[config.mk]
export PLATFORM = sky130hd
export DESIGN_NAME = mem_stage_ctrl
export DESIGN_NICKNAME = d
export VERILOG_FILES = /design/src/rtl/mem_stage_ctrl.sv
export SDC_FILE = /design/constraint.sdc
export NUM_CORES = 1
export LEC_CHECK = 0
export CORE_ASPECT_RATIO = 0.8
export CORE_MARGIN = 2
export CORE_UTILIZATION = 34
export CTS_BUF_LIST = sky130_fd_sc_hd__clkbuf_8
export DETAILED_ROUTE_END_ITERATION = 8
export MAX_ROUTING_LAYER = met4
export PLACE_DENSITY = 0.79
export RECOVER_POWER = 100
export SETUP_SLACK_MARGIN = 0.15
export SLEW_MARGIN = 20
export SYNTH_ARGS = -nofsm -noshare
export SYNTH_HDL_FRONTEND = slang
export SYNTH_SLANG_ARGS = --single-unit
[constraint.sdc]
create_clock -name clk -period 1.9 [get_ports clk]
set_input_delay 0.38 -clock clk [delete_from_list [all_inputs] [get_ports clk]]
set_output_delay 0.38 -clock clk [all_outputs]
set_load 0.03 [all_outputs]
[src/rtl/mem_stage_ctrl.sv]
// Memory-stage controller: drives a req/ack data memory, stalls the pipe while an
// access is outstanding, resolves branch/JAL/JR redirects and generates the flush.
//
//   state  | meaning
//   S_IDLE | no access outstanding; accepts a live load/store from EX/MEM
//   S_WAIT | dm_req held, waiting for dm_ack or the timeout to expire
module mem_stage_ctrl #(
  parameter int AW        = 16,
  parameter int DW        = 16,
  parameter int FLUSH_LEN = 2,
  parameter int TIMEOUT   = 15
) (
  input  logic          clk,
  input  logic          rst_n,
  input  logic          valid_in,
  input  logic          mem_re,
  input  logic          mem_we,
  input  logic [AW-1:0] addr,
  input  logic [DW-1:0] wdata,
  input  logic          zr,
  input  logic          ne,
  input  logic          ov,
  input  logic          br,
  input  logic [2:0]    br_cond,
  input  logic          jal,
  input  logic          jr,
  input  logic [AW-1:0] br_target,
  input  logic [AW-1:0] jal_target,
  input  logic [AW-1:0] jr_target,
  output logic          dm_req,
  output logic          dm_we,
  output logic [AW-1:0] dm_addr,
  output logic [DW-1:0] dm_wdata,
  input  logic [DW-1:0] dm_rdata,
  input  logic          dm_ack,
  output logic [DW-1:0] rdata,
  output logic          rdata_vld,
  output logic          stall,
  output logic          branch,
  output logic [AW-1:0] branch_addr,
  output logic          flush,
  output logic          mem_err
);

  localparam int FW = $clog2(FLUSH_LEN + 1);
  localparam int TW = $clog2(TIMEOUT + 1);
  localparam logic [FW-1:0] FLUSH_LOAD = FW'(FLUSH_LEN);
  localparam logic [TW-1:0] TMO_LAST   = TW'(TIMEOUT - 1);

  typedef enum logic {S_IDLE, S_WAIT} state_t;

  state_t        state_q, state_d;
  logic          dm_req_q, dm_req_d;
  logic          dm_we_q, dm_we_d;
  logic [AW-1:0] dm_addr_q, dm_addr_d;
  logic [DW-1:0] dm_wdata_q, dm_wdata_d;
  logic [DW-1:0] rdata_q, rdata_d;
  logic          rdata_vld_q, rdata_vld_d;
  logic [FW-1:0] flush_cnt_q, flush_cnt_d;
  logic [TW-1:0] tmo_cnt_q, tmo_cnt_d;
  logic          mem_err_q, mem_err_d;

  logic          flush_c;
  logic          act;
  logic          stall_c;
  logic          cond_true;
  logic          branch_c;

  assign flush_c = (flush_cnt_q != '0);
  assign act     = valid_in & ~flush_c;

  always_comb begin
    cond_true = 1'b0;
    case (br_cond)
      3'b000:  cond_true = ~zr;
      3'b001:  cond_true = zr;
      3'b010:  cond_true = ~(zr | ne);
      3'b011:  cond_true = ne;
      3'b100:  cond_true = ~ne;
      3'b101:  cond_true = ne | zr;
      3'b110:  cond_true = ov;
      default: cond_true = 1'b1;
    endcase
  end

  always_comb begin
    state_d     = state_q;
    dm_req_d    = dm_req_q;
    dm_we_d     = dm_we_q;
    dm_addr_d   = dm_addr_q;
    dm_wdata_d  = dm_wdata_q;
    rdata_d     = rdata_q;
    rdata_vld_d = 1'b0;
    tmo_cnt_d   = tmo_cnt_q;
    mem_err_d   = mem_err_q;
    stall_c     = 1'b0;
    case (state_q)
      S_IDLE: begin
        if (act & (mem_re | mem_we)) begin
          stall_c    = 1'b1;
          state_d    = S_WAIT;
          dm_req_d   = 1'b1;
          dm_we_d    = mem_we;
          dm_addr_d  = addr;
          dm_wdata_d = wdata;
          tmo_cnt_d  = '0;
        end
      end
      S_WAIT: begin
        if (dm_ack) begin
          state_d  = S_IDLE;
          dm_req_d = 1'b0;
          if (!dm_we_q) begin
            rdata_d     = dm_rdata;
            rdata_vld_d = 1'b1;
          end
        end else if (tmo_cnt_q == TMO_LAST) begin
          // this is the TIMEOUT-th unacknowledged cycle: abandon the access
          state_d   = S_IDLE;
          dm_req_d  = 1'b0;
          mem_err_d = 1'b1;
          if (!dm_we_q) begin
            rdata_d     = '0;
            rdata_vld_d = 1'b1;
          end
        end else begin
          stall_c   = 1'b1;
          tmo_cnt_d = tmo_cnt_q + TW'(1);
        end
      end
      default: state_d = S_IDLE;
    endcase
  end

  // a redirect sharing a slot with a memory access resolves when the access completes
  assign branch_c = act & ~stall_c & (jal | jr | (br & cond_true));

  always_comb begin
    flush_cnt_d = flush_cnt_q;
    if (flush_c) begin
      flush_cnt_d = flush_cnt_q - FW'(1);
    end else if (branch_c) begin
      flush_cnt_d = FLUSH_LOAD;
    end
  end

  always_ff @(posedge clk or negedge rst_n) begin
    if (!rst_n) begin
      state_q     <= S_IDLE;
      dm_req_q    <= 1'b0;
      dm_we_q     <= 1'b0;
      dm_addr_q   <= '0;
      dm_wdata_q  <= '0;
      rdata_q     <= '0;
      rdata_vld_q <= 1'b0;
      flush_cnt_q <= '0;
      tmo_cnt_q   <= '0;
      mem_err_q   <= 1'b0;
    end else begin
      state_q     <= state_d;
      dm_req_q    <= dm_req_d;
      dm_we_q     <= dm_we_d;
      dm_addr_q   <= dm_addr_d;
      dm_wdata_q  <= dm_wdata_d;
      rdata_q     <= rdata_d;
      rdata_vld_q <= rdata_vld_d;
      flush_cnt_q <= flush_cnt_d;
      tmo_cnt_q   <= tmo_cnt_d;
      mem_err_q   <= mem_err_d;
    end
  end

  assign dm_req      = dm_req_q;
  assign dm_we       = dm_we_q;
  assign dm_addr     = dm_addr_q;
  assign dm_wdata    = dm_wdata_q;
  assign rdata       = rdata_q;
  assign rdata_vld   = rdata_vld_q;
  assign flush       = flush_c;
  assign mem_err     = mem_err_q;
  assign stall       = rst_n & stall_c;
  assign branch      = rst_n & branch_c;
  assign branch_addr = jal ? jal_target : (jr ? jr_target : br_target);

endmodule
==> impl_metrics.csv <==
group,metric,value,unit
floorplanning,die_area,9205,um2
sta,fin_skew,0.008110,ns
sta,finalMaxSlewViolations,0,
clocking,clk_path_buf_depth,2,
floorplanning,initial_core_util,35.66,%
floorplanning,rows,29,
global_routing,grt.met3_usage,4.060,%
synth,netlist_instances,265,
clocking,cts_root_buf,"clkbuf_8",
critical_path,worstPathRequired,1.52,ns
drt,first_iter_violations,159,
sta,min_period_over_period,112.8,%
clocking,numClockSinks,59,
outcome,violations,"setup timing",
critical_path,slowest_delay,0.41,ns
finish,seq_area,1476,um2
drt,drt_first_pass_iters,4,
sta,tns,-0.4026,ns
finish,diodes,0,
placed_design,hpwl,7001,um
floorplanning,core,8055,um2
drt,drt-total-wl,9353,um
placed_design,gp_congestion,0.7785,
global_routing,grt_pass1_wl,14220,um
sta,slew_headroom,52.68,%
pwr,switching_power,0.002852,W
sta,period_needed,2.144,ns
finish,fillCellCount,672,
critical_path,worst-r2r-setup-slack,0.24,ns
sta,max_freq,0.4664,GHz
critical_path,path_cells,"ha_4 > and3_4 > o2111a_2 > o211a_4 > and2_4 > buf_6",
clocking,clk_latency,0.33,ns
critical_path,critPathBufInv,1,
clocking,cts_buffers,9,
finish,drive_above_1_share,19.50,%
drt,drtAntennaViolNets,0,
placed_design,dp_slack,-0.4097,ns
pwr,p_total,0.006831,W
finish,fin_nets,587,
critical_path,startpoint_type,"flip-flop",
synth,synth_flop_cell,"dfrtp_1",
synth,synth_warnings,0,
finish,multiInputGateArea,1399,um2
global_routing,grt_antenna_before_repair,0,
global_routing,grt_use_met1,24.47,%
synth,avgSynthCellArea,10.84,um2
pwr,combPwrFrac,53.8,%
clocking,cts_tree,"done",
critical_path,rr_startpoint,"flush_cnt_q[0]",
critical_path,worstSetupPathType,"flip-flop to primary output",
pwr,switching_share,41.75,%
synth,synth-edff-count,0,
synth,synth_area,2873,um2
critical_path,end_kind,"primary output",
critical_path,path_delay_family,"compound AO/OA/AOI/OAI gates",
sta,setup_viol,2,
sta,tightest_slew,0.7098,ns
critical_path,worst_path_max_delay_cell,"dfrtp_1",
global_routing,overflow,0,
critical_path,cp-startpoint,"tmo_cnt_q[1]",
floorplanning,die_w,106.8,um
worst_hold_path,hp-class,"input port to asynchronous set/reset pin",
critical_path,worst-path-max-fanout,2,
global_routing,gr-usage-met2,34.74,%
floorplanning,ioPinCount,182,
synth,synth_nets,380,
synth,async_flop_share,100.0,%
pwr,seq_power_share,30.7,%
sta,rsz0062_at_grt,"true",
global_routing,grt_use_total,20.36,%
critical_path,crit_cells,6,
pwr,power_density,1285,nW/um2
critical_path,cp_data_arrival_time,1.76,ns
synth,synth_cell_types,41,
pwr,clockPowerShare,15.5,%
finish,area_growth,85.10,%
drt,num_vias,2757,
placed_design,numPortBuffers,181,
floorplanning,die_y,86.22,um
synth,seq_area_frac_synth,51.39,%
global_routing,grt_pass1_vias,2843,
critical_path,r2r_cells,6,
global_routing,grt_max_degree,58,
synth,ys_seq_elements,59,
outcome,status,"complete, but fails checks",
clocking,h-tree-depth,3,
global_routing,grt_busiest_layer,"met2",
drt,wl_per_cell,15.99,um
sta,hold_viol,0,
drt,viasPerCell,4.713,
pwr,p_int,0.003979,W
pwr,max-vdd-ir-drop,819.1,uV
clocking,clk_pin_slew,0.07,ns
pwr,p_leak,2.617,nW
run,cap_violations,0,
drt,drc,0,
sta,finalWorstSetupSlack,-0.2439,ns
-- registers in the layout, indices dropped and copies added (netlist names) --
| signal | cells |
|---|---|
| flush_cnt_q | 2 |
| dm_req | 1 |
| dm_addr | 16 |
| dm_wdata | 16 |
| mem_err | 1 |
| state_q | 1 |
| tmo_cnt_q | 4 |
| rdata_vld | 1 |
| rdata | 16 |
| dm_we | 1 |
-- metrics by stage --
stage | hold slack [ns] | utilization [%] | area (um2) | std cells
3_5_place_dp | 0.2250 | 61.29 | 4937 | 560
6_report | 0.3366 | 66.01 | 5318 | 585
3_3_place_gp | 0.2261 | 61.29 | 4937 | 560
5_1_grt | 0.3985 | 66.01 | 5318 | 585
2_1_floorplan | 0.08441 | - | 2938 | 265
4_1_cts | -0.1403 | 63.79 | 5139 | 579
-- routing by layer --
metal | routed length [um] | vias to the layer above
li1 | - | 1338
met1 | 3785 | 1319
met2 | 4960 | 85
met3 | 456 | 15
met4 | 150 | 0
met5 | 0 | -
-- layout make-up --
cell class | count | share of cell area (%)
timing repair buffer | 211 | 39.18
clock buffer | 12 | 3.106
sequential | 59 | 27.76
clock inverter | 4 | 0.4706
tap | 108 | 2.541
multi-input combinational | 182 | 26.31
inverter | 9 | 0.6353
-- Yosys cell counts (all sizes together), types with 2 or more instances --
cell type | count | area [um2]
nand3 | 4 | 20.02
buf | 11 | 68.81
and2 | 2 | 12.51
dfrtp | 59 | 1476
nor2 | 4 | 22.52
inv | 9 | 33.78
o211ai | 4 | 45.05
a311o | 2 | 20.02
ha | 4 | 50.05
mux2i | 17 | 170.2
clkbuf | 4 | 15.01
a21o | 2 | 15.01
o21ai | 36 | 180.2
nand2b | 3 | 18.77
mux2 | 32 | 360.4
nand2 | 52 | 195.2
-- layout by cell type, fill, tap and decap left out, types with 3 or more instances in the layout --
| master | n |
|---|---|
| nand2_1 | 52 |
| buf_12 | 5 |
| o21ai_2 | 8 |
| clkdlybuf4s50_1 | 103 |
| nand3_1 | 4 |
| mux2i_1 | 16 |
| o21ai_0 | 14 |
| inv_1 | 8 |
| clkbuf_8 | 12 |
| nand2b_1 | 3 |
| o21ai_1 | 14 |
| nor2_1 | 3 |
| mux2_1 | 32 |
| buf_6 | 6 |
| dfrtp_1 | 59 |
| dlymetal6s2s_1 | 18 |
| dlygate4sd2_1 | 39 |
| o211ai_2 | 3 |
| buf_4 | 37 |
-- worst paths after layout --
kind / to
max in group asynchronous: state_q
worst max register to register: dm_addr[8]
worst min-delay path: rdata_vld
worst min register to register: dm_req
min in group clk: dm_req
worst max-delay path: branch
-- timing repair --
action | in CTS | in global routing
setup endpoints to repair | 54 | 43
hold endpoints to repair | 2 | 2
resized for setup | 53 | 35
gates cloned | 0 | 1
buffers inserted | 3 | 4
pin swaps | 6 | 5
-- worst register-to-register path, delay by kind of cell, from the launching register on --
kind	cells	cell delay, ns
buffers and inverters	2	0.34
multiplexers	1	0.36
adder cells (fa/ha/maj)	1	0.16
flip-flops	1	0.38
AND/OR/NAND/NOR	2	0.30
-- power groups by stage --
| stage | registers [W] | logic [W] | clock network (W) |
|---|---|---|---|
| floorplan | 0.00316 | 0.000995 | 0 |
| global placement | 0.00211 | 0.00372 | 0 |
| detailed placement | 0.00215 | 0.00379 | 0 |
| CTS | 0.00211 | 0.00363 | 0.00110 |
| global route | 0.00217 | 0.00391 | 0.00115 |
| finish | 0.00210 | 0.00367 | 0.00106 |
-- cells by family (layout without fill, tap and decap cells) --
kind of cell | Yosys count | after routing | synth area share, %
flops | 59 | 59 | 51.39
fa+ha+maj | 4 | 4 | 1.742
compound gates | 52 | 52 | 11.89
buf+inv | 24 | 236 | 4.094
mux | 49 | 49 | 18.47
simple gates | 75 | 75 | 11.80
xor+xnor | 2 | 2 | 0.6099
No activity file was read; power rests on OpenSTA's default activity.
